File: src/rtl/rock_mode_scheduler.sv
// rock_mode_scheduler: settle/measure/decide hill-climb of rocking amplitude and frequency.
// Optional SEARCH_TIMEOUT_EN adds a decision watchdog that restarts the search.
module rock_mode_scheduler #(
    parameter int AW = 3,
    parameter int FW = 3,
    parameter int AMP_INIT = 2,
    parameter int FREQ_INIT = 2,
    parameter int SETTLE_TICKS = 4,
    parameter int MEAS_TICKS = 2,
    parameter int CALM_COUNT = 3
`ifdef SEARCH_TIMEOUT_EN
    ,
    parameter int TIMEOUT_DECISIONS = 16
`endif
) (
    input  logic          clk,
    input  logic          reset,
    input  logic          slowClk,
    input  logic          aan,
    input  logic          stressLaag,
    input  logic          stressGelijk,
    output logic [AW-1:0] ampl,
    output logic [FW-1:0] freq,
    output logic          meetVenster,
    output logic          rustig,
    output logic [2:0]    fsmState,
    output logic          timeout
);
    localparam int CW = $clog2(SETTLE_TICKS + MEAS_TICKS + 1);
    localparam int KW = $clog2(CALM_COUNT + 1);
    localparam logic [AW-1:0] A_MAX = '1;
    localparam logic [FW-1:0] F_MAX = '1;

    typedef enum logic [2:0] {IDLE = 3'd0, SETTLE = 3'd1, MEASURE = 3'd2, DECIDE = 3'd3, HOLD = 3'd4} state_t;

    state_t        state;
    logic          slow_q, tick, worse, dir, param, s_dir, s_param, lim, n_dir, calm_hit;
    logic [CW-1:0] cnt;
    logic [KW-1:0] calm, calm_n;
    logic [AW-1:0] a_nx;
    logic [FW-1:0] f_nx;
`ifdef SEARCH_TIMEOUT_EN
    localparam int DW = $clog2(TIMEOUT_DECISIONS + 1);
    logic [DW-1:0] dec;
`else
    assign timeout = 1'b0;
`endif

    assign fsmState = state;

    // a worse verdict flips direction and switches parameter before the step; limits bounce
    always_comb begin
        tick = slowClk & ~slow_q;
        worse = ~stressLaag & ~stressGelijk;
        s_dir = worse ? ~dir : dir;
        s_param = worse ? ~param : param;
        lim = s_param ? (freq == (s_dir ? F_MAX : '0)) : (ampl == (s_dir ? A_MAX : '0));
        n_dir = lim ? ~s_dir : s_dir;
        a_nx = s_param ? ampl : (n_dir ? ampl + AW'(1) : ampl - AW'(1));
        f_nx = s_param ? (n_dir ? freq + FW'(1) : freq - FW'(1)) : freq;
        calm_n = calm + KW'(1);
        calm_hit = stressGelijk & ~stressLaag & (calm_n == KW'(CALM_COUNT));
    end

    always_ff @(posedge clk) begin
        if (!reset) begin
            state <= IDLE;
            slow_q <= 1'b0;
            ampl <= AW'(AMP_INIT);
            freq <= FW'(FREQ_INIT);
            meetVenster <= 1'b0;
            rustig <= 1'b0;
            dir <= 1'b1;
            param <= 1'b0;
            cnt <= '0;
            calm <= '0;
`ifdef SEARCH_TIMEOUT_EN
            dec <= '0;
            timeout <= 1'b0;
`endif
        end else begin
            slow_q <= slowClk;
`ifdef SEARCH_TIMEOUT_EN
            timeout <= 1'b0;
`endif
            if (!aan && state != IDLE) begin
                state <= IDLE;
                meetVenster <= 1'b0;
                rustig <= 1'b0;
                cnt <= '0;
                calm <= '0;
`ifdef SEARCH_TIMEOUT_EN
                dec <= '0;
`endif
            end else begin
                case (state)
                    IDLE: if (tick && aan) begin
                        state <= SETTLE;
                        cnt <= '0;
                    end
                    SETTLE: if (tick) begin
                        cnt <= (cnt == CW'(SETTLE_TICKS - 1)) ? '0 : cnt + CW'(1);
                        state <= (cnt == CW'(SETTLE_TICKS - 1)) ? MEASURE : SETTLE;
                        meetVenster <= (cnt == CW'(SETTLE_TICKS - 1));
                    end
                    MEASURE: if (tick) begin
                        cnt <= (cnt == CW'(MEAS_TICKS - 1)) ? '0 : cnt + CW'(1);
                        state <= (cnt == CW'(MEAS_TICKS - 1)) ? DECIDE : MEASURE;
                        meetVenster <= (cnt != CW'(MEAS_TICKS - 1));
                    end
                    DECIDE: begin
                        cnt <= '0;
                        calm <= (stressGelijk && !stressLaag) ? calm_n : '0;
                        state <= calm_hit ? HOLD : SETTLE;
                        rustig <= calm_hit;
                        if (!calm_hit) begin
                            ampl <= a_nx;
                            freq <= f_nx;
                            dir <= n_dir;
                            param <= s_param;
                        end
`ifdef SEARCH_TIMEOUT_EN
                        dec <= calm_hit ? '0 : dec + DW'(1);
                        if (dec == DW'(TIMEOUT_DECISIONS - 1)) begin
                            state <= SETTLE;
                            rustig <= 1'b0;
                            calm <= '0;
                            dec <= '0;
                            ampl <= AW'(AMP_INIT);
                            freq <= FW'(FREQ_INIT);
                            dir <= 1'b1;
                            param <= 1'b0;
                            timeout <= 1'b1;
                        end
`endif
                    end
                    HOLD: if (tick && worse) begin
                        state <= SETTLE;
                        rustig <= 1'b0;
                        calm <= '0;
                        cnt <= '0;
                        ampl <= a_nx;
                        freq <= f_nx;
                        dir <= n_dir;
                        param <= s_param;
                    end
                    default: state <= IDLE;
                endcase
            end
        end
    end
endmodule
File: config.mk
export PLATFORM = sky130hd
export DESIGN_NAME = rock_mode_scheduler
export DESIGN_NICKNAME = d
export VERILOG_FILES = /design/src/rtl/rock_mode_scheduler.sv
export SDC_FILE = /design/constraint.sdc
export NUM_CORES = 1
export LEC_CHECK = 0
export BUFFER_PORTS_ARGS = -buffer_cell sky130_fd_sc_hd__buf_4
export CAP_MARGIN = 20
export CORE_AREA = 10 10 76 78
export DETAILED_ROUTE_END_ITERATION = 8
export DIE_AREA = 0 0 86 88
export GPL_TIMING_DRIVEN = 0
export PLACE_DENSITY = 0.52
export SLEW_MARGIN = 15
export SYNTH_ARGS = -nofsm -noshare
export SYNTH_HDL_FRONTEND = slang
export SYNTH_SLANG_ARGS = --single-unit
File: constraint.sdc
create_clock -name clk -period 2.6 [get_ports clk]
set_input_delay 0.26 -clock clk [delete_from_list [all_inputs] [get_ports clk]]
set_output_delay 0.26 -clock clk [all_outputs]
set_load 0.03 [all_outputs]
==> results of run 1 <==
cells in the final DEF, fill, tap and decap left out, types with 2 or more instances in the layout:
master    count
a21o_1        2
a21oi_1       9
and2_1        5
buf_4        17
clkbuf_1      4
clkbuf_8      3
dfxtp_1      19
ha_1          7
inv_1         4
mux2i_1       5
nand2_1      13
nand2b_1      4
nand3_1      16
nand3b_1      2
nor2_1       12
nor2b_1       2
nor3_1        4
nor3b_1       3
o21a_1        2
o21ai_0       9
o22ai_1       3
or3_1         2
or3b_2        2
xnor2_1       5
flip-flops by register name, indices dropped and copies added, names as in the netlist:
name,cells
param,1
rustig,1
calm,2
slow_q,1
cnt,3
fsmState,3
freq,3
dir,1
meetVenster,1
ampl,3
worst paths after layout:
kind	startpoint	end	slack, ns	depth (start not counted)
max	param	freq[2]	0.41	9
min	slowClk	slow_q	0.22	2
max reg2reg	param	freq[2]	0.41	9
min reg2reg	calm[0]	calm[0]	0.48	2
cells in the mapped netlist, drive strengths merged (5+ instances only):
| master | number | area share, % |
|---|---|---|
| nor2 | 14 | 5.1 |
| xnor2 | 5 | 3.5 |
| and2 | 5 | 2.5 |
| ha | 7 | 7.1 |
| o21ai | 10 | 4.1 |
| dfxtp | 19 | 31 |
| nand3 | 16 | 6.5 |
| nand2 | 13 | 4.0 |
| mux2i | 5 | 4.1 |
| a21oi | 9 | 3.6 |
worst max-delay path: cells and delay by family, from the launching register on:
kind / cells / cell delay, ns
and+or+nand+nor: 3 / 0.60
AOI/OAI and AO/OA: 2 / 0.46
muxes: 2 / 0.43
DFF: 1 / 0.33
adders and majority gates: 1 / 0.20
xor gates and xnor gates: 1 / 0.11
cells by family (layout without fill, tap and decap cells):
group | Yosys count | in the layout | synth area share [%]
flip-flops | 19 | 19 | 30.8
adder cells (fa/ha/maj) | 7 | 7 | 7.09
other | 1 | 1 | 0.304
AO/OA/AOI/OAI | 35 | 35 | 19.0
buffers and inverters | 10 | 30 | 3.95
XOR/XNOR | 5 | 5 | 3.55
multiplexers | 5 | 5 | 4.05
AND/OR/NAND/NOR | 71 | 71 | 31.2
layer usage:
| metal | GRT usage [%] | up-vias |
|---|---|---|
| li1 | - | 583 |
| met1 | 9.13 | 530 |
| met2 | 13.7 | 14 |
| met3 | 1.21 | 5 |
| met4 | 4.49 | 0 |
| met5 | 0 | - |
final cells by class:
type / instances / area, um^2 / area share [%]
buffer: 6 / 33.8 / 2.30
clock buffer: 3 / 41.3 / 2.82
clock inverter: 1 / 5.00 / 0.341
inverter: 4 / 15.0 / 1.02
multi-input combinational: 124 / 806 / 54.9
sequential: 19 / 380 / 25.9
tap: 52 / 65.1 / 4.44
timing repair buffer: 16 / 120 / 8.19
power groups by stage:
stage | combinational [mW] | sequential [mW] | clock (mW)
5_1_grt | 0.0839 | 0.299 | 0.235
4_1_cts | 0.0751 | 0.298 | 0.225
6_report | 0.0748 | 0.298 | 0.215
3_3_place_gp | 0.0735 | 0.305 | 0
2_1_floorplan | 0.0477 | 0.308 | 0
3_5_place_dp | 0.0749 | 0.305 | 0
through the flow:
step,utilization (%),instance area (um^2),instances
5_1_grt,34.1,1470,225
4_1_cts,34.1,1470,225
2_1_floorplan,-,1230,153
3_3_place_gp,33.1,1420,221
3_5_place_dp,33.1,1420,221
6_report,34.1,1470,225
==> impl_results.md, run 1 <==
- Outcome: finished, final reports clean
- Router iterations before antenna repair: 4
- Overall power: 588 uW
- Vias/cell: 5.03
- Critical setup path kind: flop to flop
- Share of cells above drive strength 1: 16.8%
- Crit path time final: 2.19 ns
- Post-CTS Setup Bufs: 0
- Cells after synthesis: 153
- Max Slew Vio Count: 0
- WL/cell: 13.1 um
- Crit end category: flop
- Pre-CTS setup slack: 0.347 ns
- Sequential power share: 50.7%
- Die H: 88 um
- CP arrival: 2.39 ns
- Worst VDD drop: 156 uV
- Via count: 1,132
- Syn nets: 166
- Core Box Area: 4290 um^2
- Clk pin slew, worst setup/hold paths: 0.08 ns
- TritonCTS buffer count: 3
- RePlAce Congestion: 0.775
- Slew headroom: 47.4%
- Psw: 156 uW
- Clk sinks: 19
- Met2 Wirelength: 1.45 mm
- # IOs: 18
- Die Wd: 86 um
- Critical path required time: 2.80 ns
- Vias in the first global route: 1,063
- Hold Crit Class: primary input to flop
- Crit-path cells: or3_1 > o311a_1 > a22oi_4 > xnor2_1 > ha_1 > nor2_1 > nand3_1 > mux2i_1 > mux2i_1
- Pint: 432 uW
- Sequential element share of the synthesized area: 30.8%
- Main flop type after synthesis: dfxtp_1
- Fillcell total: 455
- Antenna violations before repair: 0
- Yosys reg bits: 19
- Detailed Place HPWL: 2.24 mm
- Leakage Power: 0.588 nW
- Unique cell type count in the Yosys netlist: 41
- Critical path fanouts, max: 5
- CTS tree: built
- Mean area per synthesized cell: 8.07 um^2
- Final setup viols: 0
- Final Worst Setup Slack: 0.408 ns
- Clock Tree Buf Depth: 2
- Hold Violations, Final: 0
- Antenna Violating Nets Remaining: 0
- Ant diodes: 0
- Initial Utilization: 28.8%
- Drt initial violations: 84
- Part of the power in combinational logic: 12.7%
- Delay of the slowest critical-path stage: 0.43 ns
- Number of synthesized flops with an enable pin: 0
- Crit share post-route: 84.3%
- Worst Skew: 0.00422 ns
- # H-tree levels: 1
- GRT Util Overall: 7.94%
- Power density cells: 401 nW/um^2
- WHS: 0.224 ns
- M1 WL: 1.37 mm
- Root buffer cell: clkbuf_8
- Met3 wire len: 48 um
- Clock Power Share: 36.6%
- Area Growth Syn to Fin: 18.7%
- Crit-path slowest cell: or3_1
- Synth Cell Area: 1230 um^2
- Row cnt: 24
- Sw frac: 26.6%
- Worst-Margin Slew: 0.783 ns
- Most used cell, CP: mux2i_1
- Final setup TNS: 0 ns
- # DRC: 0
- Synth warn: 0
- Port bufs: 16
- Overflow after GRT: 0
- RSZ-0062 raised after global routing: no
- CTS resizes: 0
- Nets: 187
- CTS Hold Bufs: 0
- Largest net degree at the start of global routing: 12
- Startpoint types: flop
- Max Freq: 456 MHz
- Die area: 7570 um^2
- Ys async rst share: 0%
- Max cap viols: 0
- Clk Latency, worst-skew pair: 0.26 ns
- Total Routed Length: 2.94 mm
- First-pass GRT wire length: 4.93 mm
- Highest Signal Layer: met4
(Power assumes the default switching activity.)
==> run 2, diff against run 1 <==
ABC_AREA = 1   (was default)
CORE_AREA = 10 10 75 77   (was 10 10 76 78)
DIE_AREA = 0 0 85 87   (was 0 0 86 88)
PLACE_DENSITY = 0.54   (was 0.52)
clock period = 1.9 ns   (was 2.6 ns; I/O delays follow)
==> impl_results.md, run 2 <==
- GRT busiest layer: met2
- Clk pin slew, worst setup/hold paths: 0.08 ns
- Worst Skew: 0.00597 ns
- CTS tree: built
- Ys async rst share: 0%
- Outcome: finished, final reports clean
- Critical setup path kind: flop to flop
- Fillcell total: 432
- RePlAce Congestion: 0.835
- Max Slew Vio Count: 0
- Final Worst Setup Slack: 0.0522 ns
- Antenna violations before repair: 0
- Unique cell type count in the Yosys netlist: 26
- Largest net degree at the start of global routing: 12
- CP arrival: 2.01 ns
- Area Growth Syn to Fin: 28.9%
- Yosys reg bits: 19
- Flip-flop and latch area: 385 um^2
- Clk Latency, worst-skew pair: 0.26 ns
- Multi-input logic area: 752 um^2
- First-pass GRT wire length: 4.74 mm
- Crit path time final: 1.85 ns
- Pre-CTS setup slack: -0.235 ns
- Critical path fanouts, max: 4
- Hold Crit Class: primary input to flop
- Port bufs: 16
- Ant diodes: 0
- Clock Tree Buf Depth: 2
- Clock Power Share: 34.5%
- Mean area per synthesized cell: 6.87 um^2
- Crit share post-route: 97.3%
- Router iterations before antenna repair: 4
- Final setup viols: 0
- Nets: 218
- Utilization after layout: 37.2%
- Top cells by area, synth: dfxtp_1 (31%), inv_1 (12%), nand2_1 (9.2%)
- Worst VDD drop: 210 uV
- Synth warn: 0
- Post-DP Area: 1410 um^2
- Clk sinks: 19
- Vias in the first global route: 1,107
- Detailed Place HPWL: 2.12 mm
- Psw: 252 uW
- Met3 Use GR: 2.34%
- Drt initial violations: 29
- Dominant cell type by area after synthesis: dfxtp_1
- RSZ-0062 raised after global routing: yes
- # DRC: 0
- Sequential power share: 48.2%
- Critical path required time: 2.06 ns
- Die Wd: 85 um
- Total Routed Length: 2.74 mm
- Cells after synthesis: 178
- Final instance area: 1580 um^2
- Pint: 608 uW
- TritonCTS buffer count: 3
- Count leader, synth: inv_1
- WL/cell: 10.7 um
- Sw frac: 29.3%
- Die H: 87 um
- # IOs: 18
- Final setup TNS: 0 ns
- Row cnt: 24
- Hold Violations, Final: 0
- Post-synth top area share: 31.1%
- Met2 Usage GRT: 11.9%
- Root buffer cell: clkbuf_8
- Syn nets: 191
- # H-tree levels: 1
- Most common cell after layout, fill and taps aside: inv_1
- Die area: 7400 um^2
- Max cap viols: 0
- Sequential element share of the synthesized area: 31.1%
- Vias/cell: 4.41
- Overflow after GRT: 0
- Synth cell count leaders: inv_1 (40), nand2_1 (30), dfxtp_1 (19)
- Startpoint types: flop
- Part of the power in combinational logic: 17.3%
- Main flop type after synthesis: dfxtp_1
- GRT Util Overall: 7.64%
- Leakage Power: 0.746 nW
- Number of synthesized flops with an enable pin: 0
- Max Freq: 541 MHz
- Share of cells above drive strength 1: 31.9%
- Core Box Area: 4230 um^2
- Synth Cell Area: 1220 um^2
- Via count: 1,130
- Initial Utilization: 28.9%
- Antenna Violating Nets Remaining: 0
- GR Layer Usage met1: 9.07%
- Crit end category: flop
- Commonest non-fill, non-tap cells in the layout: inv_1 (37), nand2_1 (24), buf_4 (23)
- Power density cells: 545 nW/um^2
==> run 2: cell count changes in the layout (fill, tap and decap cells not counted), sizes merged, moves of 4 or more <==
cell,previous run,this run
and2,5,0
buf,18,23
clkbuf,7,3
inv,4,41
mux2i,5,0
nand2,13,36
nand2b,4,0
nor2,14,22
nor3,4,0
xnor2,5,1
==> run 2: metrics by stage <==
stage / cells / hold WS (ns) / total power, mW
after floorplan: 178 / 0.283 / 0.518
after global placement: 246 / 0.388 / 0.554
after detailed placement: 246 / 0.392 / 0.557
after CTS: 251 / 0.115 / 0.858
after global routing: 256 / 0.161 / 0.903
final: 256 / 0.116 / 0.859
==> run 2: per-layer routing <==
metal  wire (um)  vias up
met5           0        -
met4          46        0
met3         164        4
met2        1250       18
met1        1280      501
li1            -      607
==> run 2: repair_timing <==
action                                  in CTS  in global routing
pin swaps                                    1                  7
setup buffers                                1                  5
resized for setup                            8                 14
hold buffers                                 0                  0
endpoints found under the setup margin       2                  2
cloned                                       0                  0
==> run 2: area by class of cell <==
| class | instances | share of cell area (%) |
|---|---|---|
| timing repair buffer | 22 | 10.5 |
| sequential | 19 | 24.5 |
| inverter | 41 | 9.77 |
| buffer | 1 | 0.477 |
| clock inverter | 1 | 0.318 |
| tap | 52 | 4.13 |
| clock buffer | 3 | 2.62 |
| multi-input combinational | 117 | 47.7 |
==> run 2: critical path, stage by stage, from the launching register on <==
cell and delay, ns:
dfxtp_2 0.34, inv_2 0.09, nand2_4 0.08, nand2_4 0.07, nand2_1 0.06, nand2_2 0.07
nand3_1 0.08, nand2_2 0.11, nand2_4 0.08, xor2_1 0.13, inv_1 0.06, ha_2 0.17
inv_1 0.05, nand3_1 0.07, nand2_1 0.06, inv_1 0.04, a21oi_1 0.12, nor2_1 0.06
==> run 2: logic make-up (layout without fill, tap and decap cells) <==
family	after synthesis	in the layout	share of synthesized area, %
XOR/XNOR	3	3	2.15
flip-flops	19	19	31.1
adder cells (fa/ha/maj)	7	7	7.16
other	1	1	0.307
AO/OA/AOI/OAI	33	33	16.7
buffers and inverters	42	68	13.2
AND/OR/NAND/NOR	73	73	29.4
==> run 2: power by group through the flow <==
stage	sequential [mW]	combinational, mW	clock [mW]
3_3_place_gp	0.424	0.130	0
2_1_floorplan	0.429	0.0893	0
4_1_cts	0.415	0.139	0.305
3_5_place_dp	0.424	0.133	0
6_report	0.414	0.148	0.296
5_1_grt	0.416	0.168	0.318
==> run 2: final timing paths <==
path | slack [ns] | start | cells after the start | endpoint
worst min-delay path | 0.12 | slowClk | 3 | slow_q
worst max-delay path | 0.05 | param | 17 | ampl[2]
worst min register to register | 0.46 | meetVenster | 2 | meetVenster
worst max register to register | 0.05 | param | 17 | ampl[2]
